===== src/rtl/cpu_pkg.sv =====
// Shared CPU datapath constants and the return-stack operation encoding.
package cpu_pkg;

  localparam int unsigned ADDR_WIDTH   = 8;
  localparam int unsigned RSTACK_DEPTH = 8;

  // Encoded as {push, pop} so the control decoder can drive the stack strobes directly.
  typedef enum logic [1:0] {
    NOP     = 2'b00,
    POP     = 2'b01,
    PUSH    = 2'b10,
    REPLACE = 2'b11
  } rstack_op_t;

endpackage


===== src/rtl/return_stack_mem.sv =====
// Register file for the return stack: one synchronous write port, one asynchronous read port.
module return_stack_mem #(
  parameter int unsigned WIDTH = 8,
  parameter int unsigned DEPTH = 8,
  parameter int unsigned AW    = $clog2(DEPTH)
) (
  input  logic             clk,
  input  logic             we,
  input  logic [AW-1:0]    waddr,
  input  logic [WIDTH-1:0] wdata,
  input  logic [AW-1:0]    raddr,
  output logic [WIDTH-1:0] rdata
);

  logic [WIDTH-1:0] mem_q [DEPTH];

  always_ff @(posedge clk) begin
    if (we) begin
      mem_q[waddr] <= wdata;
    end
  end

  assign rdata = mem_q[raddr];

endmodule


===== src/rtl/return_stack.sv =====
// Hardware LIFO of return addresses feeding the program counter's load path.
module return_stack
  import cpu_pkg::*;
#(
  parameter int unsigned WIDTH = ADDR_WIDTH,
  parameter int unsigned DEPTH = RSTACK_DEPTH,
  parameter int unsigned CW    = $clog2(DEPTH + 1)
) (
  input  logic             clk,
  input  logic             rst,
  input  logic             push,
  input  logic [WIDTH-1:0] push_data,
  input  logic             pop,
  input  logic             clear_err,
  output logic [WIDTH-1:0] top,
  output logic [CW-1:0]    count,
  output logic             empty,
  output logic             full,
  output logic             overflow,
  output logic             underflow
);

  localparam int unsigned AW = $clog2(DEPTH);

  logic [CW-1:0]    count_d, count_q;
  logic             ovf_d, ovf_q;
  logic             udf_d, udf_q;
  logic             ovf_set, udf_set;
  logic             we;
  logic [AW-1:0]    waddr;
  logic [AW-1:0]    top_idx;
  logic [WIDTH-1:0] rdata;
  rstack_op_t       op;

  assign op      = rstack_op_t'({push, pop});
  assign empty   = (count_q == '0);
  assign full    = (count_q == CW'(DEPTH));
  // Wraps to all-ones when empty; the read is masked below in that case.
  assign top_idx = AW'(count_q - CW'(1));

  always_comb begin
    count_d = count_q;
    ovf_set = 1'b0;
    udf_set = 1'b0;
    we      = 1'b0;
    waddr   = top_idx;
    unique case (op)
      NOP: ;
      PUSH: begin
        if (full) begin
          ovf_set = 1'b1;
        end else begin
          we      = 1'b1;
          waddr   = AW'(count_q);
          count_d = count_q + CW'(1);
        end
      end
      POP: begin
        if (empty) begin
          udf_set = 1'b1;
        end else begin
          count_d = count_q - CW'(1);
        end
      end
      REPLACE: begin
        we = 1'b1;
        // Nothing to replace when empty: the push still lands, the pop is the error.
        if (empty) begin
          udf_set = 1'b1;
          waddr   = '0;
          count_d = CW'(1);
        end
      end
    endcase

    ovf_d = (ovf_q & ~clear_err) | ovf_set;
    udf_d = (udf_q & ~clear_err) | udf_set;

    if (rst) begin
      count_d = '0;
      ovf_d   = 1'b0;
      udf_d   = 1'b0;
      we      = 1'b0;
    end
  end

  always_ff @(posedge clk) begin
    count_q <= count_d;
    ovf_q   <= ovf_d;
    udf_q   <= udf_d;
  end

  return_stack_mem #(
    .WIDTH (WIDTH),
    .DEPTH (DEPTH),
    .AW    (AW)
  ) u_mem (
    .clk   (clk),
    .we    (we),
    .waddr (waddr),
    .wdata (push_data),
    .raddr (top_idx),
    .rdata (rdata)
  );

  assign top       = empty ? '0 : rdata;
  assign count     = count_q;
  assign overflow  = ovf_q;
  assign underflow = udf_q;

endmodule


===== config.mk =====
export PLATFORM = sky130hd
export DESIGN_NAME = return_stack
export DESIGN_NICKNAME = d
export VERILOG_FILES = /design/src/rtl/cpu_pkg.sv /design/src/rtl/return_stack_mem.sv /design/src/rtl/return_stack.sv
export SDC_FILE = /design/constraint.sdc
export NUM_CORES = 1
export LEC_CHECK = 0
export ABC_AREA = 1
export CORE_ASPECT_RATIO = 1.4
export CORE_UTILIZATION = 40
export CTS_CLUSTER_DIAMETER = 100
export DETAILED_ROUTE_END_ITERATION = 8
export PLACE_DENSITY_LB_ADDON = 0.1
export SLEW_MARGIN = 15
export SYNTH_ARGS = -nofsm -noshare
export SYNTH_HDL_FRONTEND = slang
export SYNTH_SLANG_ARGS = --single-unit

===== constraint.sdc =====
create_clock -name clk -period 2.4 [get_ports clk]
set_input_delay 0.48 -clock clk [delete_from_list [all_inputs] [get_ports clk]]
set_output_delay 0.48 -clock clk [all_outputs]
set_load 0.01 [all_outputs]

==> metrics.txt <==
top cell family by delay on the critical path=buffers and inverters; Die W=approximately 77 um; Synth area leader=edfxtp_1; clk slew on worst S/H paths=around 0.07 ns; Avg WL per Cell=16.92 um; Synth Flop Type=edfxtp_1; Area contributors post-synth=edfxtp_1 (62%), nor2_1 (8.6%), o21ai_0 (8.0%); pin count of the biggest net entering global routing=38; Crit-path slowest cell=dfxtp_2; startpoint types=register; DP HPWL=4902 um; die area=just over 0.008 mm^2; Crit Path Category=register to primary output; clock skew=between 0.004 and 0.005 ns; Nets=364; antenna violations before repair=0; Mean Syn Cell Area=between 10 and 15 um^2; slew margin rel.=about 74%; gr usage total=approximately 20%; cell area after synthesis=0.003110 mm^2; cells after synthesis=between 200 and 300; Area Growth Syn to Fin=26.55%; gr ovfl total=0; die height=~110 um; Req. time, crit path=roughly 1.9 ns; Critical Path, Cell by Cell=inv_2 > buf_4 > ha_4 > xor2_4 > buf_6 > buf_4 > o21ai_0 > nor2_1 > buf_2; Filler Cells Inserted=roughly 680; Core Footprint=0.007453 mm^2; fin. max-slew vios=0; #FFs+latches synth=70; Yosys warning total=0; TritonCTS Buffers=9; Clock Path Buffers=2; # rows=37; CP bufs+invs=5; initial DRC count=~120; Yosys top cell area share=roughly three fifths; final hold viol count=0; status=finished clean; final WL=roughly 7600 um; DRC=0; top-count cell post-synth=nor2_1; Critical Path AT=roughly 1.9 ns; setup violators final=0; I/O pin total=29; Min Clock Period, post-route=2.346 ns; Pwr per Cell Area=about 1000 mW/mm^2; CP max stage delay=between 0.3 and 0.4 ns; final period utilization=between 90% and 100%; ys async rst share=0%; CP endpoint kind=primary output; max_cap viols=0; Finished Core Util=52.81%; Min Hold Slack=0.4631 ns; Seq/Total Area, Yosys=between 60% and 70%; CTS H-tree depth=3; vias per cell=5.080; Crit Path Max Fanout=4; FMAX=around 430 MHz; TritonCTS clock tree=yes; share of layout cells above drive strength 1=about 23%; min-delay worst type=register to register; post-synthesis cell type count=29; vias in the first global route=2361; first-pass GRT wire length=approximately 12000 um; Post-Synthesis Net Count=304; clk_lat worst skew=0.35 ns; Post-Route Setup TNS=0 ns; DRT Pass-1 Iters=4; Final Non-Filler Cells=450; CTS root buffer=clkbuf_8; routability-driven placement congestion ratio=between 0.8 and 0.9; # port buffers=28; RSZ-0062 raised after global routing=yes; Top cell by count, worst path=buf_4; total clock sinks=70; Starting Density=a little over two fifths; P_leak=about 1.5 nW; placed cell count=~430; Vias=~2300; n_diodes=0; Post-synth EDFFs=64; flop2flop setup slack=0.40 ns; Post-synth top cells=nor2_1 (71), edfxtp_1 (64), o21ai_0 (50); DRT antenna net count=0; VDD IR max=roughly 0.53 mV; Worst-Margin Slew=slightly below 0.4 ns
[path summary, 6_finish.rpt]
| check | start | to | cells past startpoint |
|---|---|---|---|
| setup / recovery | count[1]$_SDFFE_PP0P_ | top[1] | 9 |
| hold / removal | underflow$_SDFF_PP0_ | underflow$_SDFF_PP0_ | 2 |
| setup reg to reg | count[0]$_SDFFE_PP0P_ | u_mem.mem_q[0][1]$_DFFE_PP_ | 9 |
| hold reg to reg | underflow$_SDFF_PP0_ | underflow$_SDFF_PP0_ | 2 |
[cell usage in the layout, fill, tap and decap left out, types with 3 or more instances in the layout]
| master | netlist | routed |
|---|---|---|
| nor2_1 | 71 | 71 |
| nand3_1 | 11 | 11 |
| buf_2 | 4 | 6 |
| o21ai_0 | 50 | 39 |
| inv_1 | 9 | 7 |
| buf_4 | 5 | 26 |
| nand2_2 | 4 | 4 |
| o22ai_1 | 8 | 8 |
| inv_2 | 4 | 6 |
| o21ai_1 | 3 | 12 |
| clkinv_2 | 0 | 3 |
| edfxtp_1 | 64 | 64 |
| nand2_1 | 25 | 25 |
| buf_6 | 2 | 6 |
| clkbuf_8 | 0 | 9 |
| a21oi_1 | 4 | 4 |
| clkdlybuf4s50_1 | 0 | 20 |
| dfxtp_1 | 6 | 4 |
[routing by layer]
metal	wire length [um]	share of wire (%)	track usage [%]	up-vias
li1	-	-	-	1122
met5	0	0	0	-
met1	3329	44	23.51	1101
met2	3853	51	35.20	48
met4	190	2.5	10.99	0
met3	243	3.2	3.777	15
[report_power, final]
| part | switching [W] | internal (W) | leakage (nW) |
|---|---|---|---|
| Combinational | 0.000866 | 0.000653 | 0.745 |
| Clock | 0.000443 | 0.000472 | 0.0964 |
| Sequential | 0.0000309 | 0.00141 | 0.628 |
| Total | 0.00134 | 0.00253 | 1.47 |
[logic make-up after synthesis]
family | after synthesis | share of synthesized area [%]
AO/OA/AOI/OAI | 66 | 11.02
XOR/XNOR | 2 | 0.8047
adder cells (fa/ha/maj) | 3 | 1.207
buffers and inverters | 29 | 4.988
flip-flops | 70 | 65.65
AND/OR/NAND/NOR | 118 | 16.33
[per-stage QoR]
step                worst slack, ns  area, um^2  power [W]
CTS                        0.009983        3875   0.003815
finish                      0.05441        3936   0.003873
global placement           -0.09799        3656   0.002894
detailed placement          -0.1113        3656   0.002897
floorplan                 -0.004794        3110   0.002268
global route               -0.01573        3936   0.004103
[tightest hold or removal path, stage by stage (launching register included)]
cell and delay [ns]:
dfxtp_1 0.31, nand2_1 0.06, a21oi_1 0.05
[flip-flops by register name, indices dropped and copies added, names as in the netlist]
register     count
underflow        1
u_mem.mem_q     64
count            4
overflow         1
[layout make-up]
type,instances,area (um^2),share of cell area [%]
Multi-Input combinational cell,189,957.2,24.32
Inverter,15,61.31,1.558
Clock buffer,9,123.9,3.147
Tap cell,97,121.4,3.083
Timing Repair Buffer,63,563.0,14.30
Clock inverter,7,65.06,1.653
Sequential cell,70,2044,51.94
[repair_timing]
item | in CTS | in global routing
setup buffers | 3 | 1
gates resized for setup | 38 | 21
hold buffers | 0 | 0
pin swaps | 4 | 6
cloned | 0 | 1
setup endpoints to repair | 8 | 8
No activity file was read; power rests on OpenSTA's default activity.
